--- src/rtl/arm_core_pkg.sv ---
// Core-wide ARM register constants shared by the register file and its scoreboard.
package arm_core_pkg;

   localparam int REG_SP = 13;
   localparam int REG_LR = 14;
   localparam int REG_PC = 15;

   localparam int REG_AW = 4;

   typedef logic [REG_AW-1:0] reg_addr_t;

endpackage

--- src/rtl/arm_rf_scoreboard.sv ---
// Per-register busy scoreboard for outstanding loads: set on issue, cleared by the
// load writeback port; a same-cycle set wins over the clear.
module arm_rf_scoreboard #(
   parameter  int NUM_REGS = 16,
   parameter  int PC_IDX   = 15,
   localparam int AW       = $clog2(NUM_REGS)
) (
   input  logic                clk,
   input  logic                reset,
   input  logic                set_en,
   input  logic [AW-1:0]       set_addr,
   input  logic                clr_en,
   input  logic [AW-1:0]       clr_addr,
   output logic [NUM_REGS-1:0] busy_vec
);

   logic [NUM_REGS-1:0] set_vec;
   logic [NUM_REGS-1:0] clr_vec;
   logic [NUM_REGS-1:0] busy_q;

   // The PC slot is never marked busy, so its bit stays 0 from reset on.
   always_comb begin
      set_vec = '0;
      clr_vec = '0;
      for (int r = 0; r < NUM_REGS; r++) begin
         if (r != PC_IDX) begin
            set_vec[r] = set_en && (set_addr == AW'(r));
         end
         clr_vec[r] = clr_en && (clr_addr == AW'(r));
      end
   end

   always_ff @(posedge clk or posedge reset) begin
      if (reset) begin
         busy_q <= '0;
      end else begin
         busy_q <= (busy_q & ~clr_vec) | set_vec;
      end
   end

   assign busy_vec = busy_q;

endmodule

--- src/rtl/arm_regfile_mp.sv ---
// Multi-port ARM register file: async read ports with optional write bypass, two
// synchronous write ports (WP0 wins on collision), PC slot aliased to i_pc.
module arm_regfile_mp
   import arm_core_pkg::*;
#(
   parameter  int DATA_WIDTH = 32,
   parameter  int NUM_REGS   = 16,
   parameter  int NUM_RD     = 3,
   parameter  int PC_IDX     = REG_PC,
   parameter  int BYPASS     = 1,
   localparam int AW         = $clog2(NUM_REGS)
) (
   input  logic                           clk,
   input  logic                           reset,
   input  logic [NUM_RD*AW-1:0]           i_rd_addr,
   output logic [NUM_RD*DATA_WIDTH-1:0]   o_rd_data,
   output logic [NUM_RD-1:0]              o_rd_busy,
   input  logic                           i_wp0_en,
   input  logic [AW-1:0]                  i_wp0_addr,
   input  logic [DATA_WIDTH-1:0]          i_wp0_data,
   input  logic                           i_wp1_en,
   input  logic [AW-1:0]                  i_wp1_addr,
   input  logic [DATA_WIDTH-1:0]          i_wp1_data,
   input  logic                           i_sb_set,
   input  logic [AW-1:0]                  i_sb_addr,
   input  logic [DATA_WIDTH-1:0]          i_pc,
   output logic                           o_pc_wr,
   output logic [DATA_WIDTH-1:0]          o_pc_wr_data,
   output logic [NUM_REGS*DATA_WIDTH-1:0] o_reg_bus,
   output logic [NUM_REGS-1:0]            o_busy_vec
);

   logic [DATA_WIDTH-1:0] regs_q [NUM_REGS];
   logic [NUM_REGS-1:0]   busy_vec;
   logic                  wp0_hit_pc;
   logic                  wp1_hit_pc;

   // Non-power-of-2 register counts leave unused address codes; they read as 0.
   function automatic logic in_range(input logic [AW-1:0] a);
      return int'(a) < NUM_REGS;
   endfunction

   // Out-of-range addresses match no slot, so those writes fall away naturally.
   always_ff @(posedge clk or posedge reset) begin
      if (reset) begin
         for (int r = 0; r < NUM_REGS; r++) begin
            regs_q[r] <= '0;
         end
      end else begin
         for (int r = 0; r < NUM_REGS; r++) begin
            if (r != PC_IDX) begin
               if (i_wp0_en && (i_wp0_addr == AW'(r))) begin
                  regs_q[r] <= i_wp0_data;
               end else if (i_wp1_en && (i_wp1_addr == AW'(r))) begin
                  regs_q[r] <= i_wp1_data;
               end
            end
         end
      end
   end

   arm_rf_scoreboard #(
      .NUM_REGS (NUM_REGS),
      .PC_IDX   (PC_IDX)
   ) u_scoreboard (
      .clk      (clk),
      .reset    (reset),
      .set_en   (i_sb_set),
      .set_addr (i_sb_addr),
      .clr_en   (i_wp1_en),
      .clr_addr (i_wp1_addr),
      .busy_vec (busy_vec)
   );

   assign wp0_hit_pc = i_wp0_en && (i_wp0_addr == AW'(PC_IDX));
   assign wp1_hit_pc = i_wp1_en && (i_wp1_addr == AW'(PC_IDX));

   always_comb begin
      o_pc_wr      = wp0_hit_pc || wp1_hit_pc;
      o_pc_wr_data = '0;
      if (wp0_hit_pc) begin
         o_pc_wr_data = i_wp0_data;
      end else if (wp1_hit_pc) begin
         o_pc_wr_data = i_wp1_data;
      end
   end

   for (genvar k = 0; k < NUM_RD; k++) begin : g_rd
      logic [AW-1:0]         addr;
      logic [DATA_WIDTH-1:0] data;

      assign addr = i_rd_addr[k*AW +: AW];

      // PC reads never bypass: the PC write leaves through o_pc_wr instead.
      always_comb begin
         data = '0;
         if (!in_range(addr)) begin
            data = '0;
         end else if (addr == AW'(PC_IDX)) begin
            data = i_pc;
         end else if ((BYPASS != 0) && i_wp0_en && (i_wp0_addr == addr)) begin
            data = i_wp0_data;
         end else if ((BYPASS != 0) && i_wp1_en && (i_wp1_addr == addr)) begin
            data = i_wp1_data;
         end else begin
            data = regs_q[addr];
         end
      end

      assign o_rd_data[k*DATA_WIDTH +: DATA_WIDTH] = data;
      assign o_rd_busy[k] = in_range(addr) ? busy_vec[addr] : 1'b0;
   end

   for (genvar r = 0; r < NUM_REGS; r++) begin : g_bus
      if (r == PC_IDX) begin : g_pc
         assign o_reg_bus[r*DATA_WIDTH +: DATA_WIDTH] = i_pc;
      end else begin : g_gpr
         assign o_reg_bus[r*DATA_WIDTH +: DATA_WIDTH] = regs_q[r];
      end
   end

   assign o_busy_vec = busy_vec;

endmodule

--- config.mk ---
export PLATFORM = sky130hd
export DESIGN_NAME = arm_regfile_mp
export DESIGN_NICKNAME = d
export VERILOG_FILES = /design/src/rtl/arm_core_pkg.sv /design/src/rtl/arm_rf_scoreboard.sv /design/src/rtl/arm_regfile_mp.sv
export SDC_FILE = /design/constraint.sdc
export NUM_CORES = 2
export LEC_CHECK = 0
export CAP_MARGIN = 30
export CELL_PAD_IN_SITES_DETAIL_PLACEMENT = 2
export CELL_PAD_IN_SITES_GLOBAL_PLACEMENT = 2
export CORE_MARGIN = 10
export CORE_UTILIZATION = 36
export DETAILED_ROUTE_END_ITERATION = 10
export PLACE_DENSITY_LB_ADDON = 0.1
export SYNTH_ARGS = -nofsm -noshare
export SYNTH_HDL_FRONTEND = slang
export SYNTH_SLANG_ARGS = --single-unit
--- constraint.sdc ---
create_clock -name clk -period 29.4 [get_ports clk]
set_input_delay 4.41 -clock clk [delete_from_list [all_inputs] [get_ports clk]]
set_output_delay 4.41 -clock clk [all_outputs]
set_load 0.01 [all_outputs]
==> metrics.csv <==
stage;metric;value;unit
grt;largest net degree at the start of global routing;137;
die;core area;0.1069;mm²
power_and_ir_drop;P_leak;19.81;nW
critical_path;kind of cell adding the most delay to the critical path;buffers and inverters;
routing;DRC;0;
clock_tree;CTS Buf Count;68;
critical_path;worst path bufs/invs;4;
critical_path;WP data required;24990;ps
die;Die Ht;348.0;µm
clock_tree;CTS root buf;clkbuf_16;
critical_path;Critical Path Max Stage Delay;910;ps
power_and_ir_drop;Tot Pwr;3.624;mW
timing;final hold violations;0;
timing;setup TNS;0;ps
critical_path;RR Startpoint;o_reg_bus[406]$_DFFE_PP0P_;
grt;global routing usage on met3;9.324;%
power_and_ir_drop;Power Density;72.13;mW/mm²
place;Detailed Place HPWL;154900;µm
yosys;ys flop type;dfrtp_1;
timing;RSZ-0062 raised after global routing;no;
clock_tree;clk_lat worst skew;650;ps
final_layout;Layout Nets;4415;
yosys;Post-Synth XOR/XNOR Area;0.5427;%
yosys;EDFF count, synth;0;
flow_run;Max-cap violations;0;
critical_path;Startpoint Class;primary input;
yosys;simple-gate portion of the synthesized area;8.779;%
yosys;number of distinct library cells after synthesis;57;
grt;vias in the first global route;41160;
critical_path;Max stage delay cell, worst path;nor4_1;
die;# rows;120;
clock_tree;Num Clock Sinks;496;
grt;gr busiest metal;met2;
critical_path;FF-to-FF setup slack;28370;ps
yosys;Avg Inst Size Synth;10.17;µm²
yosys;synthesis warning total;32;
yosys;Syn Inst Count;3808;
yosys;largest area contributor in the netlist;dfrtp_1;
final_layout;Syn-to-layout area delta;29.72;%
die;I/O pins;785;
yosys;Yosys top cell area share;32.04;%
critical_path;Worst setup EP type;primary output;
clock_tree;TritonCTS clock tree;done;
die;Die Area;0.1211;mm²
grt;first-pass GRT wire length;329700;µm
routing;mean routed wirelength per cell;40.65;µm
critical_path;r2r endpoint;o_reg_bus[406]$_DFFE_PP0P_;
clock_tree;post-CTS resize count;0;
critical_path;CP Class;primary input to primary output;
critical_path;critical path, cell by cell;clkbuf_8 -> buf_4 -> xor2_1 -> nor4_1 -> nand2b_2 -> buf_4 -> o221a_1 -> clkdlybuf4s50_1;
critical_path;crit-path max FO;60;
final_layout;layout cells sized above 1;15.42;%
yosys;post-synthesis mux area share;37.56;%
yosys;syn_nets;3933;
routing;DR vias/cell;6.754;
clock_tree;H-tree depth;3;
yosys;synthesized area;0.03874;mm²
routing;drt total wl;233500;µm
grt;met2 usage;59.67;%
clock_tree;CTS hold repair buffers;0;
critical_path;WP data arrival;9130;ps
die;Die X;348.0;µm
grt;initial antenna violation count;3;
grt;GRT met1 Usage;45.91;%
routing;TritonRoute pass-1 iters;5;
outcome;status;completed;
min_path;hold endpoint;u_scoreboard.busy_vec[8]$_DFF_PP0_;
routing;Starting DRT DRC Count;3949;
grt;total track usage;37.25;%
critical_path;CP most frequent cell;buf_4;
timing;clock skew;0;ps
yosys;Adder-Cell Fraction of Synth Area;0;%
timing;Slew Viols, Final;0;
clock_tree;Clock Path Buffers;3;
min_path;hold path cells;2;
timing;Worst Max-Slew Pin Slew;1111;ps
yosys;largest family of logic cells by synthesized area;multiplexers;
routing;post-route ant nets;0;
min_path;Hold Crit Start;u_scoreboard.busy_vec[8]$_DFF_PP0_;
yosys;Yosys reg bits;496;
timing;Max transition margin;25.69;%
yosys;compound-gate portion of the synthesized area;14.90;%
yosys;Seq/Total Area, Yosys;32.04;%
timing;fin crit share;46.04;%
place;Port Buffers;784;
routing;vias;38789;
timing;post-route minimum period;13540;ps
die;Starting Density;36.23;%
timing;final setup vio count;0;
yosys;share of flip-flops with an asynchronous set or reset;100.0;%
timing;Peak Freq;73.88;MHz
power_and_ir_drop;Worst VDD drop;37.56;µV
grt;GRT overflow;0;
final_layout;FILL cells;11004;
min_path;worst hold path type;flip-flop to flip-flop;
clock_tree;Setup Fix Bufs, Post-CTS;0;
critical_path;R2R cell count;2;
place;Routability Congestion;0.8551;
critical_path;origin of the worst setup path;i_rd_addr[8];
yosys;ranking of synthesized cells by area;dfrtp_1 (32%), mux4_2 (20%), mux2i_1 (17%), a21oi_1 (5.5%), nor2_1 (4.0%);
clock_tree;CTS clk-pin slew, worst paths;50;ps
[cells in the mapped netlist, types with 3 or more instances]
master     count
nand3b_1      35
dfrtp_1      496
inv_1          6
a21oi_1      429
a221oi_1      27
or3_1         33
nand2_1      275
o21ai_0      169
a22o_1        32
buf_12         3
nand4_1        4
buf_4         51
mux4_1         7
o2bb2ai_1     23
mux2i_1      650
nor3_1         3
nand2b_1       7
o21ai_1       73
a32o_1         3
a211oi_1      27
buf_1         51
a2bb2oi_1     41
o22a_1        32
xor2_1        15
o311ai_0       8
o221a_1       32
clkbuf_1     307
o311ai_1      23
buf_6          4
xnor2_1        9
buf_2        107
mux4_2       349
nor2_1       415
nor2b_1        6
a22oi_1       14
nand3_1        8
o31ai_1        3
and2_1         6
[layer usage]
metal  share of wire (%)  up-vias
met4                 5.9        4
met1                  39    20805
met3                 8.8      593
met2                  47     2200
met5               0.012        -
li1                    -    15187
[layout by cell type (no fill, tap or decap), types with 35 or more instances in the layout]
cell type          n
dfrtp_1          496
o21ai_0          169
o21ai_1           73
buf_4            131
nand3b_1          35
a2bb2oi_1         41
a21oi_1          429
mux4_2           349
nor2_1           406
nand2_1          266
clkbuf_16         74
clkdlybuf4s50_1  772
mux2i_1          650
[final cells by class]
type	count	area, µm²	area share (%)
inverter	6	30.03	0.05976
clock inverter	17	315.3	0.6275
clock buffer	102	2116	4.211
sequential	496	12410	24.70
antenna	1	2.502	0.004980
multi-input combinational	2783	24220	48.20
tap	1403	1755	3.494
timing repair buffer	935	9398	18.70
[flip-flops by register name, summed over array words and instances, names as in the netlist]
| register | count |
|---|---|
| u_scoreboard.busy_vec | 16 |
| o_reg_bus | 480 |
[through the flow]
step                instance area (µm²)  worst slack, ps  utilization (%)  cells  hold slack [ps]
finish                            50250            15860            47.00   5743            592.5
global route                      50250            15750            47.00   5742            646.8
CTS                               50140            16080            46.90   5738            609.1
detailed placement                47710            16100            44.63   5619            596.1
global placement                  47260            16160            44.21   5600            575.1
floorplan                         38740            11140                -   3808            559.6
[worst reg2reg max path: cells and delay by family, from the launching register on]
kind	cells	cell delay, ps
flip-flops	1	500
AO/OA/AOI/OAI	1	290
multiplexers	1	130
[power breakdown]
part,switching [mW],internal [mW]
sequential,0.329,0.855
combinational,0.703,0.798
clock,0.365,0.574
total,1.40,2.23
[how the worst max path moves through the flow]
stage / endpoint / slack (ps) / cells after the start
floorplan: o_reg_bus[0]$_DFFE_PP0P_ / 11140 / 1
global placement: o_rd_data[80] / 16160 / 8
detailed placement: o_rd_data[80] / 16100 / 8
CTS: o_rd_data[80] / 16080 / 8
global route: o_rd_data[80] / 15750 / 8
finish: o_rd_data[80] / 15860 / 8
[cells by family after synthesis]
kind of cell | count (synthesis)
xor+xnor | 24
compound gates | 944
flops | 496
simple gates | 809
mux | 1006
buf+inv | 529
Note: power is estimated with default switching activity, not from simulation.
